==> src/rtl/fp32_pkg.sv <==
// Shared binary32 constants, operand classes and sequencer states for the FP datapath units.
package fp32_pkg;

   localparam int          EXP_BIAS          = 127;
   localparam int          EXP_MAX           = 255;
   localparam logic [22:0] QNAN_DEFAULT_FRAC = 23'h400000;

   typedef enum logic [2:0] {ZERO, SUB, NORM, INF, NAN} fp_class_e;
   typedef enum logic [1:0] {IDLE, PREP, MUL, ROUND} state_e;

   // Sign is irrelevant to the class, so only the magnitude bits are taken.
   function automatic fp_class_e fp_classify(input logic [30:0] x);
      fp_class_e c;
      if (x[30:23] == 8'h00)
         c = (x[22:0] == 23'h0) ? ZERO : SUB;
      else if (x[30:23] == 8'hff)
         c = (x[22:0] == 23'h0) ? INF : NAN;
      else
         c = NORM;
      return c;
   endfunction

endpackage

==> src/rtl/fp32_lzc24.sv <==
// Combinational 24-bit leading-zero counter; an all-zero input yields 24.
module fp32_lzc24 (
   input  logic [23:0] value,
   output logic [4:0]  count
);

   // Ascending scan: the highest set bit is the last one to write the count.
   always_comb begin
      count = 5'd24;
      for (int i = 0; i < 24; i++)
         if (value[i]) count = 5'(23 - i);
   end

endmodule

==> src/rtl/fp32_mul_seq.sv <==
// Multi-cycle binary32 multiplier: radix-2^RADIX_BITS shift-add significand product, RNE rounding.
// Define FP32_MUL_FTZ_EN to flush subnormal operands and results to signed zero.
module fp32_mul_seq
   import fp32_pkg::*;
#(
   parameter int RADIX_BITS = 2
) (
   input  logic        clk,
   input  logic        rst,
   input  logic        enable,
   input  logic        start,
   input  logic [31:0] input_a,
   input  logic [31:0] input_b,
   output logic [31:0] output_z,
   output logic        busy,
   output logic        done
);

   localparam int                ITER = 24 / RADIX_BITS;
   localparam logic signed [9:0] BIAS = 10'(EXP_BIAS);
   localparam logic signed [9:0] EMAX = 10'(EXP_MAX);

   state_e            state, state_n;
   logic [31:0]       a_q, a_n, b_q, b_n;
   logic              sign_q, sign_n;
   logic signed [9:0] exp_q, exp_n;
   logic [47:0]       mcand_q, mcand_n, acc_q, acc_n;
   logic [23:0]       mplier_q, mplier_n;
   logic [4:0]        cnt_q, cnt_n;
   logic              spec_q, spec_n;
   logic [31:0]       spec_val_q, spec_val_n;
   logic [31:0]       z_n;
   logic              busy_n, done_n;

   fp_class_e         cls_a, cls_b;
   logic [23:0]       sig_a, sig_b;
   logic signed [9:0] ea, eb;
   logic              prep_sign, prep_spec;
   logic [31:0]       prep_val;

   logic signed [9:0] e_adj;
   logic [24:0]       ext, ext_sh;
   logic              sticky, rup;
   logic [7:0]        efield;
   logic [30:0]       mag;
   logic [31:0]       rounded;

`ifdef FP32_MUL_FTZ_EN
   always_comb begin
      cls_a = fp_classify(a_q[30:0]);
      cls_b = fp_classify(b_q[30:0]);
      if (cls_a == SUB) cls_a = ZERO;
      if (cls_b == SUB) cls_b = ZERO;
      sig_a = {1'b1, a_q[22:0]};
      sig_b = {1'b1, b_q[22:0]};
      ea    = $signed({2'b00, a_q[30:23]});
      eb    = $signed({2'b00, b_q[30:23]});
   end
`else
   logic [23:0] raw_a, raw_b;
   logic [4:0]  lzc_a, lzc_b;

   assign raw_a = {a_q[30:23] != 8'h00, a_q[22:0]};
   assign raw_b = {b_q[30:23] != 8'h00, b_q[22:0]};

   fp32_lzc24 u_lzc_a (.value(raw_a), .count(lzc_a));
   fp32_lzc24 u_lzc_b (.value(raw_b), .count(lzc_b));

   // Subnormals are shifted up to a leading one and carry exponent 1 - lzc instead.
   always_comb begin
      cls_a = fp_classify(a_q[30:0]);
      cls_b = fp_classify(b_q[30:0]);
      sig_a = raw_a << lzc_a;
      sig_b = raw_b << lzc_b;
      ea    = (a_q[30:23] == 8'h00) ? $signed(10'd1 - {5'd0, lzc_a}) : $signed({2'b00, a_q[30:23]});
      eb    = (b_q[30:23] == 8'h00) ? $signed(10'd1 - {5'd0, lzc_b}) : $signed({2'b00, b_q[30:23]});
   end
`endif

   always_comb begin
      prep_sign = a_q[31] ^ b_q[31];
      prep_spec = 1'b1;
      prep_val  = {prep_sign, 31'h0};
      if (cls_a == NAN)
         prep_val = {prep_sign, 8'hff, 1'b1, a_q[21:0]};
      else if (cls_b == NAN)
         prep_val = {prep_sign, 8'hff, 1'b1, b_q[21:0]};
      else if ((cls_a == INF && cls_b == ZERO) || (cls_a == ZERO && cls_b == INF))
         prep_val = {prep_sign, 8'hff, QNAN_DEFAULT_FRAC};
      else if (cls_a == INF || cls_b == INF)
         prep_val = {prep_sign, 8'hff, 23'h0};
      else if (cls_a == ZERO || cls_b == ZERO)
         prep_val = {prep_sign, 31'h0};
      else
         prep_spec = 1'b0;
   end

`ifndef FP32_MUL_FTZ_EN
   logic [4:0]  sh;
   logic [25:0] lost_mask;

   assign sh        = (e_adj < -10'sd24) ? 5'd26 : 5'(10'sd1 - e_adj);
   assign lost_mask = (26'd1 << sh) - 26'd1;
`endif

   // ext holds {fraction, guard, round}; the leading one is implicit for any non-special product.
   always_comb begin
      if (acc_q[47]) begin
         e_adj  = exp_q + 10'sd1;
         ext    = acc_q[46:22];
         sticky = |acc_q[21:0];
      end else begin
         e_adj  = exp_q;
         ext    = acc_q[45:21];
         sticky = |acc_q[20:0];
      end
      ext_sh = ext;
      efield = e_adj[7:0];
`ifndef FP32_MUL_FTZ_EN
      if (e_adj <= 10'sd0) begin
         ext_sh = 25'({1'b1, ext} >> sh);
         sticky = sticky | (|({1'b1, ext} & lost_mask));
         efield = 8'h00;
      end
`endif
      rup = ext_sh[1] & (ext_sh[0] | sticky | ext_sh[2]);
      mag = {efield, ext_sh[24:2]} + {30'h0, rup};
      if (e_adj >= EMAX)
         rounded = {sign_q, 8'hff, 23'h0};
`ifdef FP32_MUL_FTZ_EN
      else if (e_adj <= 10'sd0)
         rounded = {sign_q, 31'h0};
`endif
      else
         rounded = {sign_q, mag};
   end

   always_comb begin
      state_n    = state;
      a_n        = a_q;
      b_n        = b_q;
      sign_n     = sign_q;
      exp_n      = exp_q;
      mcand_n    = mcand_q;
      mplier_n   = mplier_q;
      acc_n      = acc_q;
      cnt_n      = cnt_q;
      spec_n     = spec_q;
      spec_val_n = spec_val_q;
      z_n        = output_z;
      busy_n     = busy;
      done_n     = 1'b0;
      case (state)
         IDLE: begin
            if (start) begin
               a_n     = input_a;
               b_n     = input_b;
               busy_n  = 1'b1;
               state_n = PREP;
            end
         end
         PREP: begin
            sign_n     = prep_sign;
            exp_n      = ea + eb - BIAS;
            mcand_n    = {24'h0, sig_a};
            mplier_n   = sig_b;
            acc_n      = 48'h0;
            cnt_n      = 5'(ITER);
            spec_n     = prep_spec;
            spec_val_n = prep_val;
            state_n    = MUL;
         end
         MUL: begin
            acc_n    = acc_q + mcand_q * 48'(mplier_q[RADIX_BITS-1:0]);
            mcand_n  = mcand_q << RADIX_BITS;
            mplier_n = mplier_q >> RADIX_BITS;
            cnt_n    = cnt_q - 5'd1;
            if (cnt_q == 5'd1) state_n = ROUND;
         end
         ROUND: begin
            z_n     = spec_q ? spec_val_q : rounded;
            done_n  = 1'b1;
            busy_n  = 1'b0;
            state_n = IDLE;
         end
         default: state_n = IDLE;
      endcase
   end

   // enable low freezes every register, which also stretches a pending done pulse.
   always_ff @(posedge clk or negedge rst) begin
      if (!rst) begin
         state      <= IDLE;
         a_q        <= 32'h0;
         b_q        <= 32'h0;
         sign_q     <= 1'b0;
         exp_q      <= 10'sd0;
         mcand_q    <= 48'h0;
         mplier_q   <= 24'h0;
         acc_q      <= 48'h0;
         cnt_q      <= 5'd0;
         spec_q     <= 1'b0;
         spec_val_q <= 32'h0;
         output_z   <= 32'h0;
         busy       <= 1'b0;
         done       <= 1'b0;
      end else if (enable) begin
         state      <= state_n;
         a_q        <= a_n;
         b_q        <= b_n;
         sign_q     <= sign_n;
         exp_q      <= exp_n;
         mcand_q    <= mcand_n;
         mplier_q   <= mplier_n;
         acc_q      <= acc_n;
         cnt_q      <= cnt_n;
         spec_q     <= spec_n;
         spec_val_q <= spec_val_n;
         output_z   <= z_n;
         busy       <= busy_n;
         done       <= done_n;
      end
   end

endmodule
==> config.mk <==
export PLATFORM = sky130hd
export DESIGN_NAME = fp32_mul_seq
export DESIGN_NICKNAME = d
export VERILOG_FILES = /design/src/rtl/fp32_pkg.sv /design/src/rtl/fp32_lzc24.sv /design/src/rtl/fp32_mul_seq.sv
export SDC_FILE = /design/constraint.sdc
export NUM_CORES = 1
export LEC_CHECK = 0
export BUFFER_PORTS_ARGS = -buffer_cell sky130_fd_sc_hd__clkbuf_2
export CORE_MARGIN = 1
export CORE_UTILIZATION = 51
export DETAILED_ROUTE_END_ITERATION = 6
export HOLD_SLACK_MARGIN = 0.15
export PLACE_DENSITY = 0.68
export SYNTH_ARGS = -nofsm -noshare
export SYNTH_HDL_FRONTEND = slang
export SYNTH_SLANG_ARGS = --single-unit
==> constraint.sdc <==
create_clock -name clk -period 7.7 [get_ports clk]
set_input_delay 0.77 -clock clk [delete_from_list [all_inputs] [get_ports clk]]
set_output_delay 0.77 -clock clk [all_outputs]
set_load 0.005 [all_outputs]
==> run metrics <==
status=finished clean; CP startpoint=exp_q[0]$_DFFE_PN0P_; placed cell count=3194; final wirelength=76.1 mm; Die H=slightly above 200 um; Final #Nets=2880; YS warnings=0; Worst Max-Slew Pin Slew=about 1100 ps; detailed placer's ending HPWL=about 56 mm; die width=208 um; CTS clk-pin slew, worst paths=60 ps; CTS tree=built; Pwr Density=447 nW/um^2; Worst setup SP type=register; FP Rows=75; GP Congestion=1.01; vias in the first global route=20300; syn_nets=roughly 2900; Area Overhead vs Synth=9.66%; Slew Limit Fails=0; synthesized area=21600 sq um; syn avg cell area=8.13 sq um; DRT antenna net count=0; Cell Count, Final, Fillers Out=3250; initial DRC count=1961; sequential share of the synthesized area=0.302; Finish-stage setup viols=0; Async SR Flop Fraction=1.00; ys flop type=dfrtp_1; # hold bufs at CTS=0; CP Max Fanout=29; Final Core Density=0.566; Final Hold Viols=0; crit path DAT=6500 ps; worst reg2reg path startpoint=exp_q[0]$_DFFE_PN0P_; PostCTS Resize Cnt=0; top-level I/O count=102; Core ar.=41900 sq um; total power=about 11 mW; CTS Buf Count=31; fin worst setup slack=1690 ps; drt drc=0; Starting Density=0.516; Reg2Reg Setup Slack=1690 ps; first-pass GRT wire length=between 100 and 150 mm; CP Capture Type=register; WL/cell=23.4 um; Seq cells post-synth=261; # fillers=approximately 3900; input/output buffers=101; fmax=about 170 MHz; clk root buf=clkbuf_16; Worst Setup Path Type=register to register; crit path time final=roughly 6000 ps; Max VDD drop=about 0.31 mV; pin count of the biggest net entering global routing=107; design area=approximately 24000 sq um; Crit path required time=between 8000 and 9000 ps; Placement Setup Slack=1750 ps; CP endpoint=output_z[27]$_DFFE_PN0P_; Post-CTS Setup Inserts=0; H-tree depth=1; clk sink count=261; Gate Count Post-Synth=2659; Avg Vias per Cell=6.44; # Max-Cap Violations=0; Total GRT Usage=0.350; share of cells above drive strength 1=0.127; reg2reg end=output_z[27]$_DFFE_PN0P_; ANT cells=0; fin crit share=0.780; FF-to-FF path depth=16; hold crit path type=input pin to asynchronous set/reset pin; TNS Setup=0 ps; Final Skew=16.6 ps; relative slew slack=0.276; vias=roughly 21000; Clock Path Buffers=3; number of synthesized flops with an enable pin=0; full die area=43200 sq um; worst-skew pair later-pin latency=just over 600 ps; Synth cell types=92; DRT Pass-1 Iters=6; initial antenna violation count=0; hold_ws=137 ps; unrepaired setup endpoints after global routing=no; grt ovf=0; Placed Instance Area=roughly 23000 sq um; Pleak=11.0 nW
-- layer usage --
metal / vias to the layer above / track usage / share of wire
li1: 9628 / - / -
met1: 10200 / 0.462 / 0.42
met2: 851 / 0.565 / 0.46
met3: 224 / 0.0499 / 0.070
met4: 0 / 0.167 / 0.053
met5: - / 0 / 0
-- worst min path at each step --
stage	slack (ps)	end	from
final	140	cnt_q[3]$_DFFE_PN0P_	rst
after global routing	170	acc_q[45]$_DFFE_PN0P_	rst
after CTS	160	acc_q[45]$_DFFE_PN0P_	rst
after detailed placement	460	mplier_q[16]$_DFFE_PN0P_	mplier_q[16]$_DFFE_PN0P_
after global placement	450	output_z[31]$_DFFE_PN0P_	sign_q$_DFFE_PN0P_
after floorplan	440	output_z[31]$_DFFE_PN0P_	sign_q$_DFFE_PN0P_
-- critical path, stage by stage (launching register included) --
cell       delay [ps]
dfrtp_1           720
ha_1              370
nand4_1           190
xnor2_1           600
o22ai_1           270
o21ai_4           690
buf_4             350
nand2_1            90
buf_4             240
o2111ai_1         130
o211ai_1          170
a32oi_2           480
nand4_4           220
or4_4             600
nor3_2            250
o41ai_1           100
or3_1             380
-- state kept, by name, summed over array words and instances, names as in the netlist --
| register | cells |
|---|---|
| state | 2 |
| spec_q | 1 |
| spec_val_q | 24 |
| sign_q | 1 |
| mplier_q | 24 |
| cnt_q | 5 |
| acc_q | 48 |
| exp_q | 10 |
| a_q | 32 |
| b_q | 32 |
| busy | 1 |
| mcand_q | 48 |
| done | 1 |
| output_z | 32 |
-- cell families (layout without fill, tap and decap cells) --
kind of cell | count (synthesis) | after routing | share of synthesized area
simple gates | 922 | 922 | 0.198
xor+xnor | 91 | 91 | 0.0369
compound gates | 742 | 742 | 0.226
buf+inv | 350 | 402 | 0.0643
flops | 261 | 261 | 0.302
mux | 169 | 169 | 0.0840
fa+ha+maj | 124 | 124 | 0.0885
-- synthesized netlist by cell type (8+ instances only) --
| cell type | instances | area share |
|---|---|---|
| nand2_1 | 377 | 0.065 |
| dfrtp_1 | 261 | 0.30 |
| nor2_1 | 201 | 0.035 |
| inv_1 | 185 | 0.032 |
| a21oi_1 | 166 | 0.038 |
| o21ai_0 | 162 | 0.038 |
| clkbuf_1 | 113 | 0.020 |
| nand3_1 | 92 | 0.021 |
| mux2i_1 | 89 | 0.041 |
| mux2_2 | 78 | 0.041 |
| ha_1 | 76 | 0.044 |
| o22ai_1 | 71 | 0.021 |
| xnor2_1 | 57 | 0.023 |
| nor3_1 | 53 | 0.012 |
| fa_1 | 48 | 0.044 |
| a21o_1 | 40 | 0.014 |
| nand4_1 | 34 | 0.0098 |
| xor2_1 | 34 | 0.014 |
| nor4_1 | 28 | 0.0081 |
| and3_1 | 27 | 0.0078 |
| buf_1 | 27 | 0.0047 |
| a31oi_1 | 25 | 0.0072 |
| o211ai_1 | 25 | 0.0087 |
| a22oi_1 | 24 | 0.0083 |
| o2111ai_1 | 24 | 0.0097 |
| nand2b_1 | 22 | 0.0064 |
| o21a_1 | 21 | 0.0073 |
| a211oi_1 | 19 | 0.0066 |
| o31ai_1 | 18 | 0.0063 |
| a221oi_1 | 16 | 0.0065 |
| buf_2 | 15 | 0.0035 |
| a221o_1 | 13 | 0.0060 |
| nor2b_1 | 12 | 0.0035 |
| a31o_2 | 11 | 0.0045 |
| and2_1 | 11 | 0.0032 |
| o21ai_1 | 11 | 0.0025 |
| o221ai_1 | 11 | 0.0045 |
| o21bai_1 | 10 | 0.0035 |
| or3_1 | 9 | 0.0026 |
| or2_2 | 8 | 0.0023 |
-- cells in the final DEF (no fill, tap or decap), types with 21 or more instances in the layout --
cell,count
dfrtp_1,260
clkbuf_2,100
inv_1,185
nand3_1,91
ha_1,75
o2111ai_1,24
o21a_1,21
a21o_1,40
a22oi_1,24
mux2_2,78
o211ai_1,25
nor3_1,53
nand4_1,34
buf_4,58
mux2i_1,89
nor4_1,28
a21oi_1,166
nor2_1,201
xor2_1,33
nand2_1,375
clkbuf_16,31
xnor2_1,56
o21ai_0,161
nand2b_1,22
fa_1,48
and3_1,27
o22ai_1,71
a31oi_1,25
-- power breakdown --
part / switching (mW) / internal (mW) / leakage (nW)
Combinational: 4.13 / 2.30 / 7.18
Clock: 0.640 / 0.914 / 0.503
Sequential: 0.742 / 1.86 / 3.31
-- final cells by class --
type                       instances  area, sq um  share of cell area
clock buffer                      43          861              0.0363
clock inverter                    13          194             0.00819
inverter                         186          698              0.0295
multi-input combinational       2048        13800               0.581
sequential                       261         6530               0.276
tap                              539          674              0.0285
timing repair buffer             160          971              0.0410
(Power assumes the default switching activity.)
